`config.mk`:
```
export PLATFORM = sky130hd
export DESIGN_NAME = seg_scan4_flat
export DESIGN_NICKNAME = d
export VERILOG_FILES = /design/src/rtl/seg_scan4_if.sv /design/src/rtl/seg_scan4.sv /design/src/flat_wrapper.sv
export SDC_FILE = /design/constraint.sdc
export NUM_CORES = 1
export LEC_CHECK = 0
export BUFFER_PORTS_ARGS = -buffer_cell sky130_fd_sc_hd__buf_2
export CORE_ASPECT_RATIO = 2
export CORE_UTILIZATION = 31
export DETAILED_ROUTE_END_ITERATION = 8
export SYNTH_ARGS = -nofsm -noshare
export SYNTH_HDL_FRONTEND = slang
export SYNTH_SLANG_ARGS = --single-unit
```
`constraint.sdc`:
```
create_clock -name clk -period 3.2 [get_ports clk]
set_clock_uncertainty 0.1 [all_clocks]
set_input_delay 0.16 -clock clk [delete_from_list [all_inputs] [get_ports clk]]
set_output_delay 0.16 -clock clk [all_outputs]
set_load 0.01 [all_outputs]
```
`src/rtl/seg_scan4_if.sv`:
```
// seg_scan4_if -- display bus between the washer controller and the
// four-digit seven-segment scanner.
//   dig0..dig3  4-bit display codes (digit X is shown while ena[X] is high)
//   blink_mask  bit X set makes digit X blink
//   dp          decimal-point request per digit (only when SCAN_DP_EN is defined)
//   ena         one-hot (or zero) digit enables, active-high
//   led         segments a..g on led[7:1], decimal point on led[0]
// Modports: master = code source / display observer, slave = scanner.
interface seg_scan4_if;
  logic [3:0] dig0;
  logic [3:0] dig1;
  logic [3:0] dig2;
  logic [3:0] dig3;
  logic [3:0] blink_mask;
`ifdef SCAN_DP_EN
  logic [3:0] dp;
`endif
  logic [3:0] ena;
  logic [7:0] led;

  modport master (
    output dig0, dig1, dig2, dig3, blink_mask,
`ifdef SCAN_DP_EN
    output dp,
`endif
    input  ena, led
  );

  modport slave (
    input  dig0, dig1, dig2, dig3, blink_mask,
`ifdef SCAN_DP_EN
    input  dp,
`endif
    output ena, led
  );
endinterface

```
`src/rtl/seg_scan4.sv`:
```
// seg_scan4 -- four-digit multiplexed seven-segment driver for the washer
// front panel.
//   clk  system clock
//   rst  asynchronous, active-high reset
//   bus  seg_scan4_if.slave: dig0..dig3, blink_mask, dp (optional) in;
//        ena, led out
// Parameters:
//   REFRESH_DIV  clk cycles per digit slot (>= 2)
//   BLINK_DIV    clk cycles per blink half-period (>= 2)
// Optional feature: define SCAN_DP_EN to enable the per-digit decimal point;
// without it led[0] is always 0 and no dp shadow exists.
//
// A snapshot of codes/mask/dp is latched once per frame (on the slot 3 -> 0
// tick) so a frame is never torn by mid-frame input changes.
module seg_scan4 #(
  parameter int REFRESH_DIV = 100000,
  parameter int BLINK_DIV   = 50000000
) (
  input  logic        clk,
  input  logic        rst,
  seg_scan4_if.slave  bus
);

  localparam int RW = (REFRESH_DIV > 2) ? $clog2(REFRESH_DIV) : 1;
  localparam int BW = (BLINK_DIV > 2) ? $clog2(BLINK_DIV) : 1;
  localparam logic [RW-1:0] R_LAST = RW'(REFRESH_DIV - 1);
  localparam logic [BW-1:0] B_LAST = BW'(BLINK_DIV - 1);

  logic [RW-1:0] rcnt;
  logic [BW-1:0] bcnt;
  logic          bph;
  logic [1:0]    idx;
  logic [3:0]    sh0, sh1, sh2, sh3;
  logic [3:0]    shmask;
`ifdef SCAN_DP_EN
  logic [3:0]    shdp;
`endif
  logic [3:0]    ena_r;
  logic [7:0]    led_r;

  logic          tick;
  logic          bwrap;
  logic          frame;
  logic          bph_nxt;
  logic [1:0]    idx_nxt;
  logic [3:0]    code;
  logic          mask_bit;
  logic          dp_bit;
  logic [3:0]    ena_nxt;
  logic [7:0]    led_nxt;

  function automatic logic [6:0] seg_decode(input logic [3:0] c);
    logic [6:0] s;
    case (c)
      4'd0:    s = 7'b1111110;
      4'd1:    s = 7'b0110000;
      4'd2:    s = 7'b1101101;
      4'd3:    s = 7'b1111001;
      4'd4:    s = 7'b0110011;
      4'd5:    s = 7'b1011011;
      4'd6:    s = 7'b1011111;
      4'd7:    s = 7'b1110000;
      4'd8:    s = 7'b1111111;
      4'd9:    s = 7'b1111011;
      4'd10:   s = 7'b0111101;
      4'd12:   s = 7'b0000001;
      default: s = 7'b0000000;
    endcase
    return s;
  endfunction

  assign tick    = (rcnt == R_LAST);
  assign bwrap   = (bcnt == B_LAST);
  assign frame   = tick && (idx == 2'd3);
  assign idx_nxt = idx + 2'd1;
  // A blink toggle landing on the same edge as a tick already applies.
  assign bph_nxt = bwrap ? ~bph : bph;

  // On a frame-boundary tick the shadows are being loaded this very edge,
  // so take the values straight from the inputs.
  always_comb begin
    code     = 4'd11;
    mask_bit = 1'b0;
    dp_bit   = 1'b0;
    if (frame) begin
      case (idx_nxt)
        2'd0:    code = bus.dig0;
        2'd1:    code = bus.dig1;
        2'd2:    code = bus.dig2;
        default: code = bus.dig3;
      endcase
      mask_bit = bus.blink_mask[idx_nxt];
`ifdef SCAN_DP_EN
      dp_bit   = bus.dp[idx_nxt];
`endif
    end else begin
      case (idx_nxt)
        2'd0:    code = sh0;
        2'd1:    code = sh1;
        2'd2:    code = sh2;
        default: code = sh3;
      endcase
      mask_bit = shmask[idx_nxt];
`ifdef SCAN_DP_EN
      dp_bit   = shdp[idx_nxt];
`endif
    end
    ena_nxt = 4'b0001 << idx_nxt;
    if (mask_bit && !bph_nxt)
      led_nxt = 8'h00;
    else
      led_nxt = {seg_decode(code), dp_bit};
  end

  always_ff @(posedge clk or posedge rst) begin
    if (rst) begin
      rcnt <= '0;
      bcnt <= '0;
      bph  <= 1'b1;
      idx  <= 2'd3;
    end else begin
      rcnt <= tick  ? '0 : rcnt + 1'b1;
      bcnt <= bwrap ? '0 : bcnt + 1'b1;
      bph  <= bph_nxt;
      if (tick)
        idx <= idx_nxt;
    end
  end

  always_ff @(posedge clk or posedge rst) begin
    if (rst) begin
      sh0    <= 4'd11;
      sh1    <= 4'd11;
      sh2    <= 4'd11;
      sh3    <= 4'd11;
      shmask <= 4'b0000;
`ifdef SCAN_DP_EN
      shdp   <= 4'b0000;
`endif
    end else if (frame) begin
      sh0    <= bus.dig0;
      sh1    <= bus.dig1;
      sh2    <= bus.dig2;
      sh3    <= bus.dig3;
      shmask <= bus.blink_mask;
`ifdef SCAN_DP_EN
      shdp   <= bus.dp;
`endif
    end
  end

  // ena and led share one register stage so they always switch together.
  always_ff @(posedge clk or posedge rst) begin
    if (rst) begin
      ena_r <= 4'b0000;
      led_r <= 8'h00;
    end else if (tick) begin
      ena_r <= ena_nxt;
      led_r <= led_nxt;
    end
  end

  assign bus.ena = ena_r;
  assign bus.led = led_r;

endmodule
```
`src/flat_wrapper.sv`:
```
// flat-port wrapper written by rule: the top's interface ports become plain ports
module seg_scan4_flat 
#(
  parameter int REFRESH_DIV = 100000,
  parameter int BLINK_DIV   = 50000000
)
  (clk, rst, bus_dig0, bus_dig1, bus_dig2, bus_dig3, bus_blink_mask, bus_ena, bus_led);
  seg_scan4_if bus_i ();
  input  logic clk;
  input  logic rst;
  input wire logic [$bits(bus_i.dig0)-1:0] bus_dig0;
  input wire logic [$bits(bus_i.dig1)-1:0] bus_dig1;
  input wire logic [$bits(bus_i.dig2)-1:0] bus_dig2;
  input wire logic [$bits(bus_i.dig3)-1:0] bus_dig3;
  input wire logic [$bits(bus_i.blink_mask)-1:0] bus_blink_mask;
  output wire logic [$bits(bus_i.ena)-1:0] bus_ena;
  output wire logic [$bits(bus_i.led)-1:0] bus_led;
  assign bus_i.dig0 = bus_dig0;
  assign bus_i.dig1 = bus_dig1;
  assign bus_i.dig2 = bus_dig2;
  assign bus_i.dig3 = bus_dig3;
  assign bus_i.blink_mask = bus_blink_mask;
  assign bus_ena = bus_i.ena;
  assign bus_led = bus_i.led;
  seg_scan4 #(.REFRESH_DIV(REFRESH_DIV), .BLINK_DIV(BLINK_DIV)) u_core (.clk(clk), .rst(rst), .bus(bus_i));
endmodule
```
==> impl_metrics.csv, run 1 <==
group,metric,value,unit
run_status,status,"finished, final reports clean",
clock_tree,cts_made_buffers,9,
synthesis,synth_nets,381,
finish,synthToLayoutAreaGrowth,22.6,%
drt,drtIter0Drc,170,
drt,routed_wl,8360,µm
synthesis,synth_edf_count,0,
setup_path,cp.required,3.30,ns
setup_path,setup.worst_path.start_class,"register",
drt,ant_nets,0,
job,cap_violations,0,
clock_tree,cts_tree,"built",
power_and_ir_drop,power,2.29,mW
drt,viasPerCell,4.93,
sta,slew_headroom,0.454,
die,core,0.0121,mm²
global_routing,grt_max_degree,42,
synthesis,synth_cells,348,
synthesis,netlist_area,0.00386,mm²
drt,vias,2743,
finish,mostFrequentLayoutCells,"62 x dfrtp_1, 41 x nand2_1, 32 x buf_2",
sta,hold_viol,0,
clock_tree,worstSkewPairLatency,0.34,ns
sta,finalCriticalPeriod,2.86,ns
die,boundaryPins,34,
global_routing,grt_pass1_wl,14000,µm
global_routing,grt_util_all_layers,0.146,
synthesis,ys_ff_latch,77,
min_path,hold_class,"primary input to register",
setup_path,reg2regPathDepth,11,
sta,clock.fmax,0.349,GHz
sta,setup_tns,0,ns
drt,drcViolationCount,0,
clock_tree,cts.sinks,77,
finish,final_nets,437,
setup_path,arrival,2.97,ns
power_and_ir_drop,power_density,484,mW/mm²
finish,drive_gt1_frac,0.232,
synthesis,ys_types,42,
finish,fillers,1170,
sta,tightest_slew,0.817,ns
sta,setup_viol,0,
global_routing,grt_pass1_vias,2867,
die,initial_utilization,0.319,
synthesis,async_flop_share,1.00,
setup_path,crit_type,"register to register",
setup_path,cp_max_fo,21,
die,die_y,160,µm
power_and_ir_drop,leakagePower,2.17,nW
clock_tree,clock-root-buffer,"clkbuf_16",
drt,routedWlPerCell,15.0,µm
synthesis,syn_avg_cell_area,11.1,µm²
placed_design,port_buffers,32,
placed_design,gp_congestion,0.762,
die,dieArea,0.0129,mm²
setup_path,crit_path_end_kind,"register",
finish,antenna_cells,0,
sta,rsz0062_at_grt,"no",
synthesis,synth_top_area_frac,0.401,
synthesis,yosys.area.top_type,"dfrtp_1",
synthesis,ys_seq_area_frac,0.503,
die,rows,57,
clock_tree,cts_buffer_depth,2,
global_routing,gr-total-overflow,0,
sta,finalCritPeriodShare,0.895,
synthesis,ys_top_cells_by_area,"dfrtp_1 40%, dfstp_2 10%, mux2_2 5.5%, xor2_1 4.8%, xnor2_1 4.1%",
drt,dr.pass1.iters,6,
power_and_ir_drop,ir_drop,0.000378,V
global_routing,antenna_found_initial,0,
clock_tree,path_clk_slew,0.07,ns
placed_design,dpl.hpwl,5970,µm
min_path,holdPathStages,3,
sta,report.final.slew_viol_count,0,
synthesis,yosysWarnings,0,
synthesis,synth_ff_type,"dfrtp_1",
finish,layout_commonest_cell,"dfrtp_1",
die,die_width,81.0,µm
clock_tree,htree_num_levels,3,
-- sequential cells by signal, indices dropped and copies added (netlist names) --
signal / count
u_core.bcnt: 26
u_core.rcnt: 17
u_core.bus.led: 7
u_core.bus.ena: 4
u_core.sh0: 4
u_core.sh1: 4
u_core.sh2: 4
u_core.sh3: 4
u_core.shmask: 4
u_core.idx: 2
u_core.bph: 1
-- final timing paths --
kind / startpoint / to / slack [ns]
max: u_core.rcnt[0] / u_core.bus.led[2] / 0.34
min: bus_dig3[3] / u_core.sh3[3] / 0.03
max reg2reg: u_core.rcnt[0] / u_core.bus.led[2] / 0.34
min reg2reg: u_core.rcnt[0] / u_core.rcnt[0] / 0.38
max in group asynchronous: rst / u_core.sh3[3] / 1.82
min in group asynchronous: rst / u_core.bcnt[15] / 0.43
-- worst max-delay path: stages, from the launching register on --
cell,delay (ns)
dfrtp_1,0.38
ha_1,0.22
and4_1,0.25
and4_1,0.33
nand2_8,0.16
mux2i_1,0.17
a221o_1,0.46
inv_1,0.11
ha_1,0.23
mux2i_1,0.10
mux2i_1,0.14
o21ai_1,0.08
-- cells by family after synthesis --
| logic type | synth area share |
|---|---|
| buffers and inverters | 0.0304 |
| other | 0.000970 |
| flip-flops | 0.503 |
| AND/OR/NAND/NOR | 0.171 |
| multiplexers | 0.109 |
| XOR/XNOR | 0.0884 |
| AO/OA/AOI/OAI | 0.0612 |
| adder cells (fa/ha/maj) | 0.0356 |
-- final cells by class --
| cell class | count | area (µm²) | share of cell area |
|---|---|---|---|
| Sequential cell | 77 | 1950 | 0.411 |
| Multi-Input combinational cell | 246 | 1800 | 0.380 |
| Timing Repair Buffer | 57 | 410 | 0.0866 |
| Clock buffer | 9 | 225 | 0.0475 |
| Tap cell | 147 | 184 | 0.0388 |
| Clock inverter | 7 | 121 | 0.0256 |
| Inverter | 13 | 48.8 | 0.0103 |
-- report_power, final --
| part | switching [mW] | internal [mW] | leakage (nW) |
|---|---|---|---|
| Combinational | 0.0579 | 0.0574 | 1.07 |
| Sequential | 0.00571 | 0.991 | 0.937 |
| Clock | 0.418 | 0.764 | 0.158 |
-- synthesized netlist by cell type, types with 3 or more instances --
library cell and n:
dfrtp_1 62, nand2_1 41, nor2_1 31, xor2_1 21
mux2_2 19, xnor2_1 18, nand3_1 16, dfstp_2 15
mux2i_1 14, inv_1 13, nand4_1 12, ha_1 11
o21ai_1 8, clkbuf_1 7, a222oi_1 6, o21ai_0 6
and3_1 5, and4_1 4, nor4_1 4, a22o_1 3
nor2b_1 3
-- per-stage QoR --
| stage | hold slack, ns | setup WS [ns] | cell area [µm²] | instances | util |
|---|---|---|---|---|---|
| final | 0.0290 | 0.336 | 4740 | 556 | 0.391 |
| after global routing | 0.0268 | 0.0609 | 4740 | 556 | 0.391 |
| after CTS | 0.0130 | 0.310 | 4740 | 556 | 0.391 |
| after detailed placement | 0.272 | 0.310 | 4190 | 520 | 0.346 |
| after global placement | 0.261 | 0.328 | 4190 | 520 | 0.346 |
| after floorplan | 0.187 | 0.516 | 3860 | 348 | - |
-- layer usage --
| metal | track usage | wire length, µm | vias to the layer above |
|---|---|---|---|
| li1 | - | - | 1328 |
| met1 | 0.147 | 3100 | 1359 |
| met2 | 0.269 | 4850 | 46 |
| met3 | 0.0360 | 266 | 10 |
| met4 | 0.0666 | 138 | 0 |
| met5 | 0 | 0 | - |
-- what timing repair did --
item | in CTS | in global routing
hold buffers | 20 | 0
resized for setup | 0 | 0
setup buffers | 0 | 0
endpoints found under the hold margin | 41 | 0
Power figures use the tool's default switching activity.
==> run 2, diff against run 1 <==
--- a/config.mk
+++ b/config.mk
@@ -9,6 +9,7 @@
 export CORE_ASPECT_RATIO = 2
 export CORE_UTILIZATION = 31
 export DETAILED_ROUTE_END_ITERATION = 8
+export PLACE_DENSITY_LB_ADDON = 0.3
 export SYNTH_ARGS = -nofsm -noshare
 export SYNTH_HDL_FRONTEND = slang
 export SYNTH_SLANG_ARGS = --single-unit
==> run 2 against run 1 <==
Net effect:
- global-route usage fell by 0.29 points
- clock-buffer cell count increased by 1
- fmax fell by 3.3%
- total power about the same
- clock power hardly changed
- cell count grew 0.18%
- via count grew 1.4%
- sequential power hardly changed
- register-to-register slack got worse by 0.099 ns
- wire length grew 1.6%
- highest routed layer unchanged
==> impl_metrics.csv, run 2 (synthesized netlist as in run 1, its figures left out) <==
group,metric,value,unit
run_status,status,"finished, final reports clean",
drt,ant_nets,0,
sta,setup_tns,0,ns
setup_path,crit_path_end_kind,"register",
global_routing,gr-total-overflow,0,
power_and_ir_drop,leakagePower,2.19,nW
setup_path,crit_type,"register to register",
global_routing,grt_util_all_layers,0.143,
power_and_ir_drop,switching_share,0.202,
drt,vias,2782,
min_path,hold_class,"primary input to register",
power_and_ir_drop,p_comb_frac,0.050,
finish,largest-register,"u_core.bcnt",
drt,routedWlPerCell,15.2,µm
clock_tree,path_clk_slew,0.06,ns
placed_design,port_buffers,32,
sta,whs,0.0135,ns
finish,mostFrequentLayoutCells,"62 x dfrtp_1, 41 x nand2_1, 32 x buf_2",
finish,layout.cells.non_filler,557,
sta,report.final.slew_viol_count,0,
die,die_y,160,µm
clock_tree,cts_made_buffers,9,
clock_tree,htree_num_levels,3,
setup_path,arrival,3.06,ns
global_routing,grt_pass1_wl,13800,µm
sta,slew_headroom,0.471,
sta,clock.fmax,0.338,GHz
die,core,0.0121,mm²
die,initial_utilization,0.319,
sta,finalCriticalPeriod,2.96,ns
setup_path,cp_max_fo,22,
global_routing,grt_pass1_vias,2936,
placed_design,pre_cts_ws,0.243,ns
finish,antenna_cells,0,
finish,largest_reg_flops,26,
global_routing,antenna_found_initial,0,
finish,finalCoreUtilization,0.391,
die,dieArea,0.0129,mm²
drt,dr.pass1.iters,4,
die,die_width,81.0,µm
placed_design,placed_area,0.00421,mm²
power_and_ir_drop,power,2.29,mW
power_and_ir_drop,p_switching,0.463,mW
sta,fin_ws,0.237,ns
job,cap_violations,0,
setup_path,cp.required,3.30,ns
clock_tree,post-cts-setup-buffers,0,
power_and_ir_drop,clkPwrFrac,0.516,
drt,drtIter0Drc,155,
finish,layout_commonest_cell,"dfrtp_1",
power_and_ir_drop,power_density,484,mW/mm²
sta,finalCritPeriodShare,0.926,
power_and_ir_drop,seq_power_share,0.435,
power_and_ir_drop,internal_power,1.83,mW
placed_design,gp_congestion,0.756,
finish,synthToLayoutAreaGrowth,22.7,%
sta,hold_viol,0,
sta,rsz0062_at_grt,"no",
clock_tree,cts_buffer_depth,2,
drt,drcViolationCount,0,
setup_path,setup.worst_path.start_class,"register",
finish,drive_gt1_frac,0.239,
clock_tree,cts.sinks,77,
drt,routed_wl,8490,µm
clock_tree,cts_tree,"built",
sta,tightest_slew,0.793,ns
power_and_ir_drop,ir_drop,0.000245,V
placed_design,placedCellCount,523,
die,rows,57,
clock_tree,clock-root-buffer,"clkbuf_16",
drt,viasPerCell,4.99,
finish,final_nets,438,
global_routing,grt_max_degree,42,
clock_tree,worstSkewPairLatency,0.34,ns
finish,fin_area,0.00474,mm²
sta,setup_viol,0,
placed_design,dpl.hpwl,6190,µm
die,boundaryPins,34,
[run 2: cell types whose count changed in the layout (fill, tap and decap cells not counted), sizes merged]
cell / delta
buf: +3
clkinvlp: -3
clkinv: +2
dlygate4sd3: -2
clkbuf: +1
[run 2: final cells by class]
type / instances / area, µm²
multi-input cells: 246 / 1800
clock inverters: 6 / 109
flip-flops and latches: 77 / 1950
repair buffers: 58 / 413
fillers: 1184 / 7380
well taps: 147 / 184
clock buffers: 10 / 239
inverters: 13 / 48.8
[run 2: power groups by stage]
stage                     combinational [mW]  sequential, mW  clock [mW]
after global placement                0.0971            1.01           0
after detailed placement              0.0991            1.01           0
after floorplan                       0.0631            1.01           0
after CTS                              0.117           0.996        1.21
final                                  0.114           0.997        1.18
after global routing                   0.128           0.997        1.26
[run 2: path summary, 6_finish.rpt]
| check | startpoint | to | slack [ns] | cells after the start |
|---|---|---|---|---|
| setup / recovery | u_core.rcnt[0] | u_core.bus.led[4] | 0.24 | 11 |
| setup reg to reg | u_core.rcnt[0] | u_core.bus.led[4] | 0.24 | 11 |
| min in group asynchronous | rst | u_core.bcnt[1] | 0.42 | 3 |
| hold reg to reg | u_core.bus.ena[2] | u_core.bus.ena[2] | 0.37 | 2 |
| max in group asynchronous | rst | u_core.sh0[2] | 1.86 | 4 |
| hold / removal | bus_dig3[2] | u_core.sh3[2] | 0.01 | 3 |
[run 2: worst max-delay path: stages (launching register included)]
cell	delay [ns]
dfrtp_1	0.39
ha_1	0.22
and4_1	0.25
and4_1	0.34
nand2_8	0.16
mux2i_1	0.17
a221o_1	0.45
inv_1	0.11
ha_1	0.25
nor2_1	0.09
mux2i_1	0.19
o21ai_1	0.07
[run 2: layer usage]
metal	track usage	vias up	wire (µm)
li1	-	1327	-
met1	0.140	1403	3210
met2	0.272	41	4890
met3	0.0297	11	221
met4	0.0666	0	163
met5	0	-	0
[run 2: timing repair]
item                                   in CTS  in global routing
hold buffers                               18                  0
endpoints found under the hold margin      38                  0
gates resized for setup                     0                  0
